==> config.mk <==
export PLATFORM = sky130hd
export DESIGN_NAME = mem_access_unit
export DESIGN_NICKNAME = d
export VERILOG_FILES = /design/src/rtl/mem_access_unit.sv
export SDC_FILE = /design/constraint.sdc
export NUM_CORES = 1
export LEC_CHECK = 0
export ABC_AREA = 0
export CAP_MARGIN = 20
export CORE_ASPECT_RATIO = 1.25
export CORE_MARGIN = 2
export CORE_UTILIZATION = 49
export CTS_CLUSTER_SIZE = 20
export DETAILED_ROUTE_END_ITERATION = 10
export GPL_TIMING_DRIVEN = 0
export PLACE_DENSITY_LB_ADDON = 0.08
export SLEW_MARGIN = 20
export SYNTH_ARGS = -nofsm -noshare
export SYNTH_HDL_FRONTEND = slang
export SYNTH_SLANG_ARGS = --single-unit
==> constraint.sdc <==
create_clock -name clk -period 3.7 [get_ports clk]
set_clock_uncertainty 0.2 [all_clocks]
set_input_delay 0.74 -clock clk [delete_from_list [all_inputs] [get_ports clk]]
set_output_delay 0.74 -clock clk [all_outputs]
set_load 0.005 [all_outputs]
==> src/rtl/mem_access_unit.sv <==
// mem_access_unit: load/store initiator for a word-addressed data memory.
// Handles byte/halfword lane selection, sign/zero extension and
// read-modify-write for sub-word stores. One request in flight at a time.
module mem_access_unit #(
    parameter int ADDR_W = 32,
    parameter int DATA_W = 32
) (
    input  logic              clk,
    input  logic              rst,
    input  logic              req_valid,
    output logic              req_ready,
    input  logic              req_we,
    input  logic [1:0]        req_size,
    input  logic              req_signed,
    input  logic [ADDR_W-1:0] req_addr,
    input  logic [DATA_W-1:0] req_wdata,
    output logic              resp_valid,
    output logic [DATA_W-1:0] resp_rdata,
    output logic              resp_err,
    output logic              mem_we,
    output logic [ADDR_W-1:0] mem_addr,
    output logic [DATA_W-1:0] mem_wdata,
    input  logic [DATA_W-1:0] mem_rdata
);

    typedef enum logic [2:0] {
        S_IDLE,
        S_RD,
        S_RMW_RD,
        S_WR,
        S_RMW_WR,
        S_ERR,
        S_RESP
    } state_t;

    state_t            state_q, state_d;
    logic              req_ready_q, req_ready_d;
    logic              mem_we_q, mem_we_d;
    logic [ADDR_W-1:0] mem_addr_q, mem_addr_d;
    logic [DATA_W-1:0] mem_wdata_q, mem_wdata_d;
    logic              resp_valid_q, resp_valid_d;
    logic [DATA_W-1:0] resp_rdata_q, resp_rdata_d;
    logic              resp_err_q, resp_err_d;
    logic [1:0]        size_q, size_d;
    logic              signed_q, signed_d;
    logic [1:0]        lane_q, lane_d;
    logic [15:0]       wdata_lo_q, wdata_lo_d;

    logic              misaligned;
    logic [4:0]        shamt;
    logic [DATA_W-1:0] rd_shifted;
    logic [DATA_W-1:0] lane_mask;
    logic [DATA_W-1:0] lane_data;
    logic [DATA_W-1:0] load_ext;
    logic [DATA_W-1:0] merged;

    // Lane extraction/extension for loads and lane merge for sub-word stores
    always_comb begin
        misaligned = (req_size == 2'b11)
                  || (req_size == 2'b01 && req_addr[0])
                  || (req_size == 2'b10 && req_addr[1:0] != 2'b00);
        shamt      = (size_q == 2'b01) ? {lane_q[1], 4'b0000} : {lane_q, 3'b000};
        rd_shifted = mem_rdata >> shamt;
        load_ext   = mem_rdata;
        lane_mask  = '0;
        lane_data  = '0;
        case (size_q)
            2'b00: begin
                load_ext  = {{24{signed_q & rd_shifted[7]}}, rd_shifted[7:0]};
                lane_mask = 32'h0000_00FF << shamt;
                lane_data = {24'h0, wdata_lo_q[7:0]} << shamt;
            end
            2'b01: begin
                load_ext  = {{16{signed_q & rd_shifted[15]}}, rd_shifted[15:0]};
                lane_mask = 32'h0000_FFFF << shamt;
                lane_data = {16'h0, wdata_lo_q} << shamt;
            end
            default: begin
                load_ext = mem_rdata;
            end
        endcase
        merged = (mem_rdata & ~lane_mask) | lane_data;
    end

    // Next-state and next-output computation for the request sequencer
    always_comb begin
        state_d      = state_q;
        mem_we_d     = 1'b0;
        mem_addr_d   = mem_addr_q;
        mem_wdata_d  = mem_wdata_q;
        resp_valid_d = 1'b0;
        resp_rdata_d = resp_rdata_q;
        resp_err_d   = resp_err_q;
        size_d       = size_q;
        signed_d     = signed_q;
        lane_d       = lane_q;
        wdata_lo_d   = wdata_lo_q;
        case (state_q)
            S_IDLE: begin
                if (req_valid) begin
                    size_d     = req_size;
                    signed_d   = req_signed;
                    lane_d     = req_addr[1:0];
                    wdata_lo_d = req_wdata[15:0];
                    if (misaligned) begin
                        state_d = S_ERR;
                    end else begin
                        mem_addr_d = {req_addr[ADDR_W-1:2], 2'b00};
                        if (!req_we) begin
                            state_d = S_RD;
                        end else if (req_size == 2'b10) begin
                            state_d     = S_WR;
                            mem_we_d    = 1'b1;
                            mem_wdata_d = req_wdata;
                        end else begin
                            state_d = S_RMW_RD;
                        end
                    end
                end
            end
            S_RD: begin
                state_d      = S_RESP;
                resp_valid_d = 1'b1;
                resp_rdata_d = load_ext;
                resp_err_d   = 1'b0;
            end
            S_RMW_RD: begin
                state_d     = S_RMW_WR;
                mem_we_d    = 1'b1;
                mem_wdata_d = merged;
            end
            S_WR, S_RMW_WR: begin
                state_d      = S_RESP;
                resp_valid_d = 1'b1;
                resp_rdata_d = '0;
                resp_err_d   = 1'b0;
            end
            S_ERR: begin
                state_d      = S_RESP;
                resp_valid_d = 1'b1;
                resp_rdata_d = '0;
                resp_err_d   = 1'b1;
            end
            S_RESP: begin
                state_d      = S_IDLE;
                resp_rdata_d = '0;
                resp_err_d   = 1'b0;
            end
            default: state_d = S_IDLE;
        endcase
        req_ready_d = (state_d == S_IDLE);
    end

    // State and registered outputs; reset has priority over any request
    always_ff @(posedge clk) begin
        if (rst) begin
            state_q      <= S_IDLE;
            req_ready_q  <= 1'b1;
            mem_we_q     <= 1'b0;
            mem_addr_q   <= '0;
            mem_wdata_q  <= '0;
            resp_valid_q <= 1'b0;
            resp_rdata_q <= '0;
            resp_err_q   <= 1'b0;
            size_q       <= '0;
            signed_q     <= 1'b0;
            lane_q       <= '0;
            wdata_lo_q   <= '0;
        end else begin
            state_q      <= state_d;
            req_ready_q  <= req_ready_d;
            mem_we_q     <= mem_we_d;
            mem_addr_q   <= mem_addr_d;
            mem_wdata_q  <= mem_wdata_d;
            resp_valid_q <= resp_valid_d;
            resp_rdata_q <= resp_rdata_d;
            resp_err_q   <= resp_err_d;
            size_q       <= size_d;
            signed_q     <= signed_d;
            lane_q       <= lane_d;
            wdata_lo_q   <= wdata_lo_d;
        end
    end

    assign req_ready  = req_ready_q;
    assign mem_we     = mem_we_q;
    assign mem_addr   = mem_addr_q;
    assign mem_wdata  = mem_wdata_q;
    assign resp_valid = resp_valid_q;
    assign resp_rdata = resp_rdata_q;
    assign resp_err   = resp_err_q;

endmodule

==> flow_metrics.tcl <==
set metrics [dict create \
    r2r_slack_ps 1240 \
    globalRoute.totalOverflow 0 \
    synthMuxAreaShare_pct 4.75 \
    synth_top_area_cell "dfxtp_1" \
    async_flop_share_pct 0 \
    drt_wl_total_mm 20.5 \
    worst_ep_arrival_time_ps 2930 \
    synth_top_family_by_area "compound AO/OA/AOI/OAI gates" \
    syn_avg_cell_area_um2 8.19 \
    core_um2 11500 \
    rows 44 \
    relSlewSlack_pct 48.3 \
    crit_required_ps 3860 \
    rsz0062_at_grt "false" \
    yosysWarnings 0 \
    post_cts_buffers 0 \
    status "finished, final reports clean" \
    hp-class "reg -> reg" \
    fin_cells 1072 \
    synth.area.top_cells "dfxtp_1, nand2_1, a21oi_1" \
    die-height_um 125 \
    finalHoldViolations 0 \
    cp-end-kind "flip-flop" \
    yosysMostFrequentCell "nand2_1" \
    cp_max_fo 10 \
    vdd_drop_max_mv 0.324 \
    die_area_um2 12600 \
    finalCriticalPeriod_ps 2770 \
    clk_pin_slew_ps 60 \
    synth-seq-area-share_pct 42.5 \
    grt_usage_pct 32.4 \
    crit_chain "clkdlybuf4s50_1, nor3_1, a41oi_1, nor4_2, clkbuf_1, a22o_1" \
    first_global_vias 6185 \
    p_leak_nw 3.15 \
    synth_cells 702 \
    worst_slew_pin_slew_ps 768 \
    root_buffer "clkbuf_16" \
    grt_pass1_wl_mm 31.9 \
    clk-insertion-delay-late_ps 420 \
    clk_path_buf_depth 2 \
    drv_slew 0 \
    dp.cells 1040 \
    wire_per_inst_um 19.2 \
    cts_resized 0 \
    h-tree-depth 4 \
    synth-compound-area-share_pct 26.8 \
    ys_seq_elements 122 \
    p_per_area_nw_per_um2 453 \
    critPathBufInv 2 \
    synth_area_um2 5750 \
    period_share_pct 74.8 \
    tritoncts "yes" \
    tns_ps 0 \
    setup_violations 0 \
    drc 0 \
    synth-edff-count 0 \
    synthXorXnorAreaFrac_pct 0 \
    firstDrtPassIters 6 \
    grt_max_degree 17 \
    startpoint_type "input pin" \
    cp_slowest_stage_delay_ps 610 \
    portBuffers 199 \
    drive_above_1_share_pct 6.53 \
    nets 1025 \
    antenna_left 0 \
    synthSimpleGateAreaFrac_pct 20.4 \
    routed-via-count 6312 \
    cp_top_family "buffers and inverters" \
    numCtsBuffers 17 \
    dp_hpwl_mm 15.6 \
    die_x_um 101 \
    max_cap_violations 0 \
    finish.utilization_pct 73.9 \
    synthFlopType "dfxtp_1" \
    antenna_found_initial 0 \
    synthAdderAreaFrac_pct 0.218 \
    num_io_pins 203 \
    diodes 0 \
    viasPerCell 5.89 \
    cpMaxStageDelayCell "nor4_2" \
    yosys-top-cells-count "nand2_1, dfxtp_1, a21oi_1" \
    gp_congestion 0.913 \
    crit_type "in -> reg" \
    ctsHoldBuffers 0 \
    max_freq_mhz 362 \
    cts_sinks 122 \
    initial_core_util_pct 50.0 \
    synth_top_area_share_pct 42.5 \
    drt-initial-drc-count 368 \
    area_growth_pct 47.8 \
    synthDistinctLibCells 45 \
]
[sequential cells by signal, summed over array words and instances (netlist names), 2 cells and up]
register    cells
resp_rdata     32
mem_wdata      32
wdata_lo_q     16
size_q          2
state_q         3
mem_addr       30
lane_q          2
[cell usage in the layout, fill, tap and decap left out, types with 16 or more instances in the layout]
cell type / count
clkdlybuf4s50_1: 199
dfxtp_1: 122
nor2_1: 24
o211ai_1: 16
a22o_1: 23
nand2_1: 142
mux2i_1: 25
o2bb2ai_1: 16
a21oi_1: 79
clkbuf_16: 17
nand2b_1: 20
o21ai_0: 47
clkbuf_1: 50
nor2b_1: 23
[metrics by stage]
| stage | setup slack, ps | cell area (µm²) | power [mW] | hold slack, ps |
|---|---|---|---|---|
| 3_5_place_dp | 575 | 7920 | 2.23 | 239 |
| 6_report | 934 | 8500 | 3.85 | 250 |
| 3_3_place_gp | 617 | 7920 | 2.22 | 233 |
| 2_1_floorplan | 1460 | 5750 | 1.85 | 232 |
| 4_1_cts | 942 | 8500 | 3.85 | 253 |
| 5_1_grt | 701 | 8500 | 3.99 | 267 |
[tightest hold or removal path, stage by stage (launching register included)]
cell and delay (ps):
dfxtp_1 320, nand2_1 60, o21ai_2 40
[cell families (layout without fill, tap and decap cells)]
logic type      after synthesis  count (layout)
buf+inv                      70             301
mux                          26              26
flops                       122             122
fa+ha+maj                     1               1
compound gates              237             237
other cells                   1               2
simple gates                245             245
[layer usage]
metal	track usage, %	routed length [µm]
met1	37.3	7880
met4	18.0	1010
met3	7.15	1560
met2	55.0	10100
met5	0	0
[worst paths after layout]
path | from | to | cells after the start
max reg2reg | lane_q[1] | mem_wdata[2] | 8
max | req_addr[0] | mem_wdata[18] | 6
min | resp_rdata[23] | resp_rdata[23] | 2
min reg2reg | resp_rdata[23] | resp_rdata[23] | 2
[report_power, final]
| group | internal (mW) | leakage, nW | switching [mW] |
|---|---|---|---|
| Combinational | 0.369 | 1.88 | 0.411 |
| Sequential | 1.40 | 0.991 | 0.0535 |
| Clock | 0.956 | 0.272 | 0.665 |
| Total | 2.72 | 3.15 | 1.13 |
[final cells by class]
class / instances / area (µm²)
Fill cell: 894 / 3010
Clock buffer: 18 / 439
Tap cell: 138 / 173
Multi-Input combinational cell: 511 / 3010
Clock inverter: 14 / 138
Sequential cell: 122 / 2440
Buffer: 65 / 287
Timing Repair Buffer: 199 / 1990
Inverter: 5 / 18.8
(Power assumes the default switching activity.)
